[config.mk]
export PLATFORM = sky130hd
export DESIGN_NAME = jump_control_unit
export DESIGN_NICKNAME = d
export VERILOG_FILES = /design/src/rtl/jump_control_unit.sv
export SDC_FILE = /design/constraint.sdc
export NUM_CORES = 1
export LEC_CHECK = 0
export CAP_MARGIN = 20
export CORE_MARGIN = 10
export CORE_UTILIZATION = 35
export DETAILED_ROUTE_END_ITERATION = 10
export PLACE_DENSITY = 0.9
export SYNTH_ARGS = -nofsm -noshare
export SYNTH_HDL_FRONTEND = slang
export SYNTH_SLANG_ARGS = --single-unit
[constraint.sdc]
create_clock -name clk_i -period 5.2 [get_ports clk_i]
set_input_delay 1.3 -clock clk_i [delete_from_list [all_inputs] [get_ports clk_i]]
set_output_delay 1.3 -clock clk_i [all_outputs]
set_load 0.005 [all_outputs]
[src/rtl/jump_control_unit.sv]
// Control sequencer for instruction fetch (T0-T2) and the control-transfer group
// (br, jr, jal, nop, halt). Outputs are decoded from the state register (and from
// ir_i / conffout_i where an instruction needs them), so an asynchronous clear
// immediately returns every control to 0.
//
// Ports:
//   clk_i             system clock, rising edge
//   clr_ni            asynchronous active-low clear
//   run_i             level; 1 = keep fetching/executing
//   ir_i              datapath IR contents (opcode in [31:27])
//   conffout_i        datapath branch-condition flip-flop
//   enable_o          register load enables
//   bus_select_o      bus source select (at most one bit set)
//   control_signals_o ALU operation code
//   gra_o .. baout_o  select-and-encode controls
//   md_read_o, read_ram_o, write_ram_o  MDR source and RAM strobes
//   halted_o          1 while halted
//   illegal_op_o      1-cycle pulse in T3 for an unsupported opcode
//   instr_count_o     decoded instruction count (wraps)
//   state_out_o       current state encoding
module jump_control_unit (
    input  logic        clk_i,
    input  logic        clr_ni,
    input  logic        run_i,
    input  logic [31:0] ir_i,
    input  logic        conffout_i,
    output logic [31:0] enable_o,
    output logic [31:0] bus_select_o,
    output logic [4:0]  control_signals_o,
    output logic        gra_o,
    output logic        grb_o,
    output logic        grc_o,
    output logic        rin_o,
    output logic        rout_o,
    output logic        baout_o,
    output logic        md_read_o,
    output logic        read_ram_o,
    output logic        write_ram_o,
    output logic        halted_o,
    output logic        illegal_op_o,
    output logic [15:0] instr_count_o,
    output logic [3:0]  state_out_o
);

    localparam logic [4:0] OpBr   = 5'b10010;
    localparam logic [4:0] OpJr   = 5'b10011;
    localparam logic [4:0] OpJal  = 5'b10100;
    localparam logic [4:0] OpNop  = 5'b11010;
    localparam logic [4:0] OpHalt = 5'b11011;

    localparam int unsigned PcIn   = 20;
    localparam int unsigned MarIn  = 25;
    localparam int unsigned ZIn    = 18;
    localparam int unsigned MdrIn  = 21;
    localparam int unsigned IrIn   = 24;
    localparam int unsigned YIn    = 19;
    localparam int unsigned ConIn  = 23;
    localparam int unsigned LinkIn = 15;

    localparam int unsigned PcOut  = 20;
    localparam int unsigned ZloOut = 19;
    localparam int unsigned MdrOut = 21;
    localparam int unsigned COut   = 23;

    localparam logic [4:0] AluIncPc = 5'd14;
    localparam logic [4:0] AluAdd   = 5'd3;

    typedef enum logic [3:0] {
        StIdle   = 4'd0,
        StT0     = 4'd1,
        StT1     = 4'd2,
        StT2     = 4'd3,
        StT3     = 4'd4,
        StT4     = 4'd5,
        StT5     = 4'd6,
        StT6     = 4'd7,
        StHalted = 4'd8
    } state_e;

    state_e      state_q, state_d;
    logic [15:0] count_q;
    logic [4:0]  opcode;
    state_e      fetch_st;

    assign opcode   = ir_i[31:27];
    // Instruction boundary: continue fetching only while run is held high.
    assign fetch_st = run_i ? StT0 : StIdle;

    always_ff @(posedge clk_i or negedge clr_ni) begin
        if (!clr_ni) begin
            state_q <= StIdle;
            count_q <= 16'd0;
        end else begin
            state_q <= state_d;
            if (state_q == StT3) begin
                count_q <= count_q + 16'd1;
            end
        end
    end

    always_comb begin
        state_d = state_q;
        unique case (state_q)
            StIdle:   state_d = run_i ? StT0 : StIdle;
            StT0:     state_d = StT1;
            StT1:     state_d = StT2;
            StT2:     state_d = StT3;
            StT3: begin
                if (opcode == OpJal || opcode == OpBr) begin
                    state_d = StT4;
                end else if (opcode == OpHalt) begin
                    state_d = StHalted;
                end else begin
                    state_d = fetch_st;
                end
            end
            // ir is stable through the execute states, so T4 re-decodes it.
            StT4:     state_d = (opcode == OpBr) ? StT5 : fetch_st;
            StT5:     state_d = StT6;
            StT6:     state_d = fetch_st;
            StHalted: state_d = run_i ? StHalted : StIdle;
            default:  state_d = StIdle;
        endcase
    end

    always_comb begin
        enable_o          = 32'd0;
        bus_select_o      = 32'd0;
        control_signals_o = 5'd0;
        gra_o             = 1'b0;
        grb_o             = 1'b0;
        grc_o             = 1'b0;
        rin_o             = 1'b0;
        rout_o            = 1'b0;
        baout_o           = 1'b0;
        md_read_o         = 1'b0;
        read_ram_o        = 1'b0;
        write_ram_o       = 1'b0;
        halted_o          = 1'b0;
        illegal_op_o      = 1'b0;
        unique case (state_q)
            StT0: begin
                bus_select_o[PcOut] = 1'b1;
                enable_o[MarIn]     = 1'b1;
                enable_o[ZIn]       = 1'b1;
                control_signals_o   = AluIncPc;
            end
            StT1: begin
                bus_select_o[ZloOut] = 1'b1;
                enable_o[PcIn]       = 1'b1;
                enable_o[MdrIn]      = 1'b1;
                md_read_o            = 1'b1;
                read_ram_o           = 1'b1;
            end
            StT2: begin
                bus_select_o[MdrOut] = 1'b1;
                enable_o[IrIn]       = 1'b1;
            end
            StT3: begin
                case (opcode)
                    OpJr: begin
                        gra_o          = 1'b1;
                        rout_o         = 1'b1;
                        enable_o[PcIn] = 1'b1;
                    end
                    OpJal: begin
                        bus_select_o[PcOut] = 1'b1;
                        enable_o[LinkIn]    = 1'b1;
                    end
                    OpBr: begin
                        gra_o           = 1'b1;
                        rout_o          = 1'b1;
                        enable_o[ConIn] = 1'b1;
                    end
                    OpNop, OpHalt: ;
                    default: illegal_op_o = 1'b1;
                endcase
            end
            StT4: begin
                if (opcode == OpJal) begin
                    gra_o          = 1'b1;
                    rout_o         = 1'b1;
                    enable_o[PcIn] = 1'b1;
                end else if (opcode == OpBr) begin
                    bus_select_o[PcOut] = 1'b1;
                    enable_o[YIn]       = 1'b1;
                end
            end
            StT5: begin
                bus_select_o[COut] = 1'b1;
                enable_o[ZIn]      = 1'b1;
                control_signals_o  = AluAdd;
            end
            StT6: begin
                bus_select_o[ZloOut] = 1'b1;
                enable_o[PcIn]       = conffout_i;
            end
            StHalted: halted_o = 1'b1;
            default: ;
        endcase
    end

    assign instr_count_o = count_q;
    assign state_out_o   = state_q;

endmodule

After elaboration in Yosys (flattened, before gate mapping)
Cells that the tools add are included.
Widths: inputs -> output; s select.
- flip-flop bits (word level): 20
- input port bits: 36
- output and inout bits: 100
- $add $sub $neg: 1
- equal/unequal tests: 13
- mux-type cells: 27
- reduce and logical (&&, ||, !) cells: 7
- operators with widths (kind ; count):
    $pmux 4 s8 ; 1
    $eq 5x5->1 const B ; 5
    $mux 1 ; 18
    $add 16x1->16 const B ; 1
    $eq 4x3->1 const B ; 4
    $mux 4 ; 3
    $eq 4x2->1 const B ; 2
    $pmux 4 s2 ; 1
    $reduce_or 2->1 ; 4
    $reduce_or 5->1 ; 1
    $eq 4x1->1 const B ; 1
    $eq 4x4->1 const B ; 1
    $logic_not 4->1 ; 1
    $pmux 1 s4 ; 1
    $mux 3 ; 1
    $pmux 1 s3 ; 1
    $pmux 1 s2 ; 1
    $logic_or 1x1->1 ; 1

Depth between registers and ports, before layout
- word-level depth: 4
- mapped depth: 5
- gate-level depth less buffers: 4

Worst setup path before layout
Ideal clock, no wire load.
- kind: input-to-output
- from: in ir_i[28]
- to: out rout_o
- arrival time: 2130 ps
- setup slack: 1770 ps
- stages: 5
- cells stage by stage: nand2b_1 -> nor2_1 -> a21oi_1 -> nor4_1 -> buf_4
- cells in the longest elaborated chain, start to end: 4
- ends and longest elaborated chain (what ; RTL line ; source):
    start, declared ; 25 ; input logic [31:0] ir_i,
    $eq 5x5->1 ; -- ;
    $reduce_or 2->1 (no line) ; -- ;
    $mux 1 ; -- ;
    $pmux 1 s2 (*) ; -- ;
    end, declared ; 34 ; output logic rout_o,
Every way passes the cells marked *; elsewhere a longest branch is shown, timed or not.

Worst setup path in the final report
- from: in ir_i[27]
- to: out bus_select_o[20]
- cells in the longest elaborated chain, start to end: 4
- ends and longest elaborated chain (what ; RTL line ; source):
    $eq 5x5->1 ; 184 ; end else if (opcode == OpBr) begin
    $mux 1 ; 184 ;
    $mux 1 ; 180 ; if (opcode == OpJal) begin
    $pmux 1 s3 (*) ; 141 ; unique case (state_q)
    end, declared ; 28 ; output logic [31:0] bus_select_o,
Marked as above.

==> key figures <==
Outcome
  – Outcome: finished, final reports clean

Final layout
  – Area growth, synth to finish: 20.5%
  – Area occupied by multi-input gates: 845 um^2
  – Fillers: 420
  – Post-layout nets: 266
  – Total inserted antenna cells: 0
  – Ratio of cells with drive above 1 in the final layout: 4.39%
  – FF/Latch Area: 500 um^2

Setup path
  – Worst reg2reg endpoint: instr_count_o[7]$_DFFE_PN0P_
  – WP data arrival: 3210 ps
  – Worst Setup SP: ir_i[27]
  – CP required: 3900 ps
  – Critical path fanouts, max: 7
  – Reg2reg path depth: 4
  – Crit Path Category: in2out
  – Crit Reg-Reg Startpoint: state_out_o[2]$_DFF_PN0_
  – Crit path launch type: input pin
  – Critical Path End Type: output port
  – R2r setup slk: 3130 ps
  – Worst setup path endpoint: bus_select_o[20]

Clock tree
  – CTS tree: yes
  – Root Buffer: clkbuf_8
  – Clk sinks: 20
  – CTS buffer count: 3
  – Cts hold-fix bufs: 0
  – CTS resizes: 0
  – Post-CTS setup buffer count: 0
  – CTS Buffer Depth: 2
  – Worst-path clk slew: 70 ps
  – CTS H-tree lvls: 1
  – Worst-Skew Late Latency: 260 ps

Logic synthesis
  – Seq cells post-synth: 20
  – Avg Inst Size Synth: 8.77 um^2
  – Synth top area cells: dfrtp_1, buf_4, xnor2_1
  – Most used DFF post-synth: dfrtp_1
  – Post-synth top area share: 30.4%
  – Async set or reset register ratio after synthesis: 100%
  – Synth cell types: 38
  – Cell taking the most area after synthesis: dfrtp_1
  – Top-count cell post-synth: buf_4
  – Gate Count Post-Synth: 188
  – Seq/Total Area, Yosys: 30.4%
  – Synth cell count leaders: buf_4, dfrtp_1, xnor2_1
  – Yosys warns: 0
  – Mapped Area: 1650 um^2
  – EDFF count, synth: 0

STA
  – Worst hold slack: 473 ps
  – Peak Freq: 222 MHz
  – RSZ-0062 raised after global routing: false
  – Fin. max-slew vios: 0
  – Count of final hold-check violations: 0
  – Tcrit/Tclk final: 86.8%
  – Fin Setup TNS: 0 ps
  – Min Tclk post-route: 4510 ps
  – Rel. slew slack: 41.3%
  – Setup violators final: 0
  – Worst slew pin tran: 878 ps
  – Clock Skew: 4.69 ps

Drt
  – Total Wirelength: 4180 um
  – Antenna Nets Post-Route: 0
  – Via count: 1240
  – DRT iter0 DRCs: 59
  – Drt drc: 0
  – Vias per cell: 4.43
  – Routed len/inst: 14.9 um
  – DR pass1 iterations: 4

Floorplanning
  – Rows: 24
  – Die Wd: 88.6 um
  – DIE HEIGHT: 88.6 um
  – Starting Density: 37.1%
  – Die area: 7850 um^2
  – Core Box Area: 4440 um^2
  – Ports: 136

Place
  – Buffers on Ports: 50
  – Gpl congestion: 0.895
  – Dpl hpwl: 3490 um

GRT
  – Total GRT Usage: 9.87%
  – Antenna violations before repair: 0
  – Vias in the first global route: 1325
  – First-pass GRT wire length: 6420 um
  – GRT overflow: 0
  – Largest net degree at the start of global routing: 21

Power and ir drop
  – Pleak: 0.871 nW
  – VDD IR max: 0.107 mV
  – Power per cell area: 366 nW/um^2

Job
  – Max-Cap Viols: 0

Hold path
  – Hold path cells: 1
  – Hold Crit Class: reg2reg
[cells by family (layout without fill, tap and decap cells)]
family	count (synthesis)	count (layout)	share of synthesized area (%)
AND/OR/NAND/NOR	61	61	21.4
XOR/XNOR	16	16	8.96
AO/OA/AOI/OAI	17	17	6.91
other	1	58	0.228
flip-flops	20	20	30.4
buffers and inverters	72	55	31.4
adder cells (fa/ha/maj)	1	1	0.759
[per-stage QoR]
| step | setup slack, ps | utilization (%) | area (um^2) | power [mW] | cells |
|---|---|---|---|---|---|
| finish | 688 | 44.7 | 1990 | 0.726 | 280 |
| global route | 554 | 44.7 | 1990 | 0.777 | 280 |
| CTS | 729 | 44.7 | 1990 | 0.735 | 280 |
| detailed placement | 744 | 43.1 | 1910 | 0.579 | 276 |
| global placement | 766 | 43.1 | 1910 | 0.569 | 276 |
| floorplan | 1770 | - | 1860 | 0.429 | 245 |
[sequential cells by signal, indices dropped and copies added (netlist names)]
name and count:
state_out_o 4, instr_count_o 16
[final cells by class]
| cell class | count | area share [%] |
|---|---|---|
| multi-input combinational | 153 | 42.5 |
| sequential | 20 | 25.2 |
| timing repair buffer | 50 | 25.2 |
| tap | 52 | 3.28 |
| clock buffer | 3 | 2.08 |
| clock inverter | 1 | 1.51 |
| inverter | 1 | 0.189 |
[layout by cell type (no fill, tap or decap), types with 2 or more instances in the layout]
cell,count
nor3b_1,2
clkbuf_8,3
xor2_1,2
or3_1,2
nand3_1,9
o21ai_0,2
clkdlybuf4s50_1,50
nor3_1,6
nor2_1,6
nor4_1,2
nand2b_1,5
and4_1,3
xnor2_1,13
a21oi_1,5
dfrtp_1,20
and2_1,2
nand2_1,12
conb_1,58
a32oi_1,2
nor2b_1,2
o22ai_1,3
nand4_1,3
[worst min path at each step]
stage	from	slack, ps	to
after global routing	instr_count_o[15]$_DFFE_PN0P_	520	instr_count_o[15]$_DFFE_PN0P_
after floorplan	instr_count_o[15]$_DFFE_PN0P_	470	instr_count_o[15]$_DFFE_PN0P_
after CTS	instr_count_o[15]$_DFFE_PN0P_	480	instr_count_o[15]$_DFFE_PN0P_
after detailed placement	instr_count_o[15]$_DFFE_PN0P_	460	instr_count_o[15]$_DFFE_PN0P_
after global placement	instr_count_o[15]$_DFFE_PN0P_	460	instr_count_o[15]$_DFFE_PN0P_
final	instr_count_o[15]$_DFFE_PN0P_	470	instr_count_o[15]$_DFFE_PN0P_
[routing by layer]
layer | track usage (%) | vias up | share of wire (%)
li1 | - | 591 | -
met1 | 10.8 | 592 | 40
met2 | 18.8 | 53 | 53
met3 | 1.75 | 4 | 5.6
met4 | 2.79 | 0 | 1.1
met5 | 0 | - | 0
[critical path: stages]
cell and delay, ps:
clkdlybuf4s50_1 530, nor3b_1 320, nand2_1 180, nor3_1 230
or3_1 150, clkdlybuf4s50_1 500
[where the power goes]
part	total, mW	switching, mW	internal (mW)
combinational	0.327	0.131	0.196
sequential	0.244	0.0647	0.180
clock	0.154	0.0519	0.103
total	0.726	0.248	0.478
Note: power is estimated with default switching activity, not from simulation.
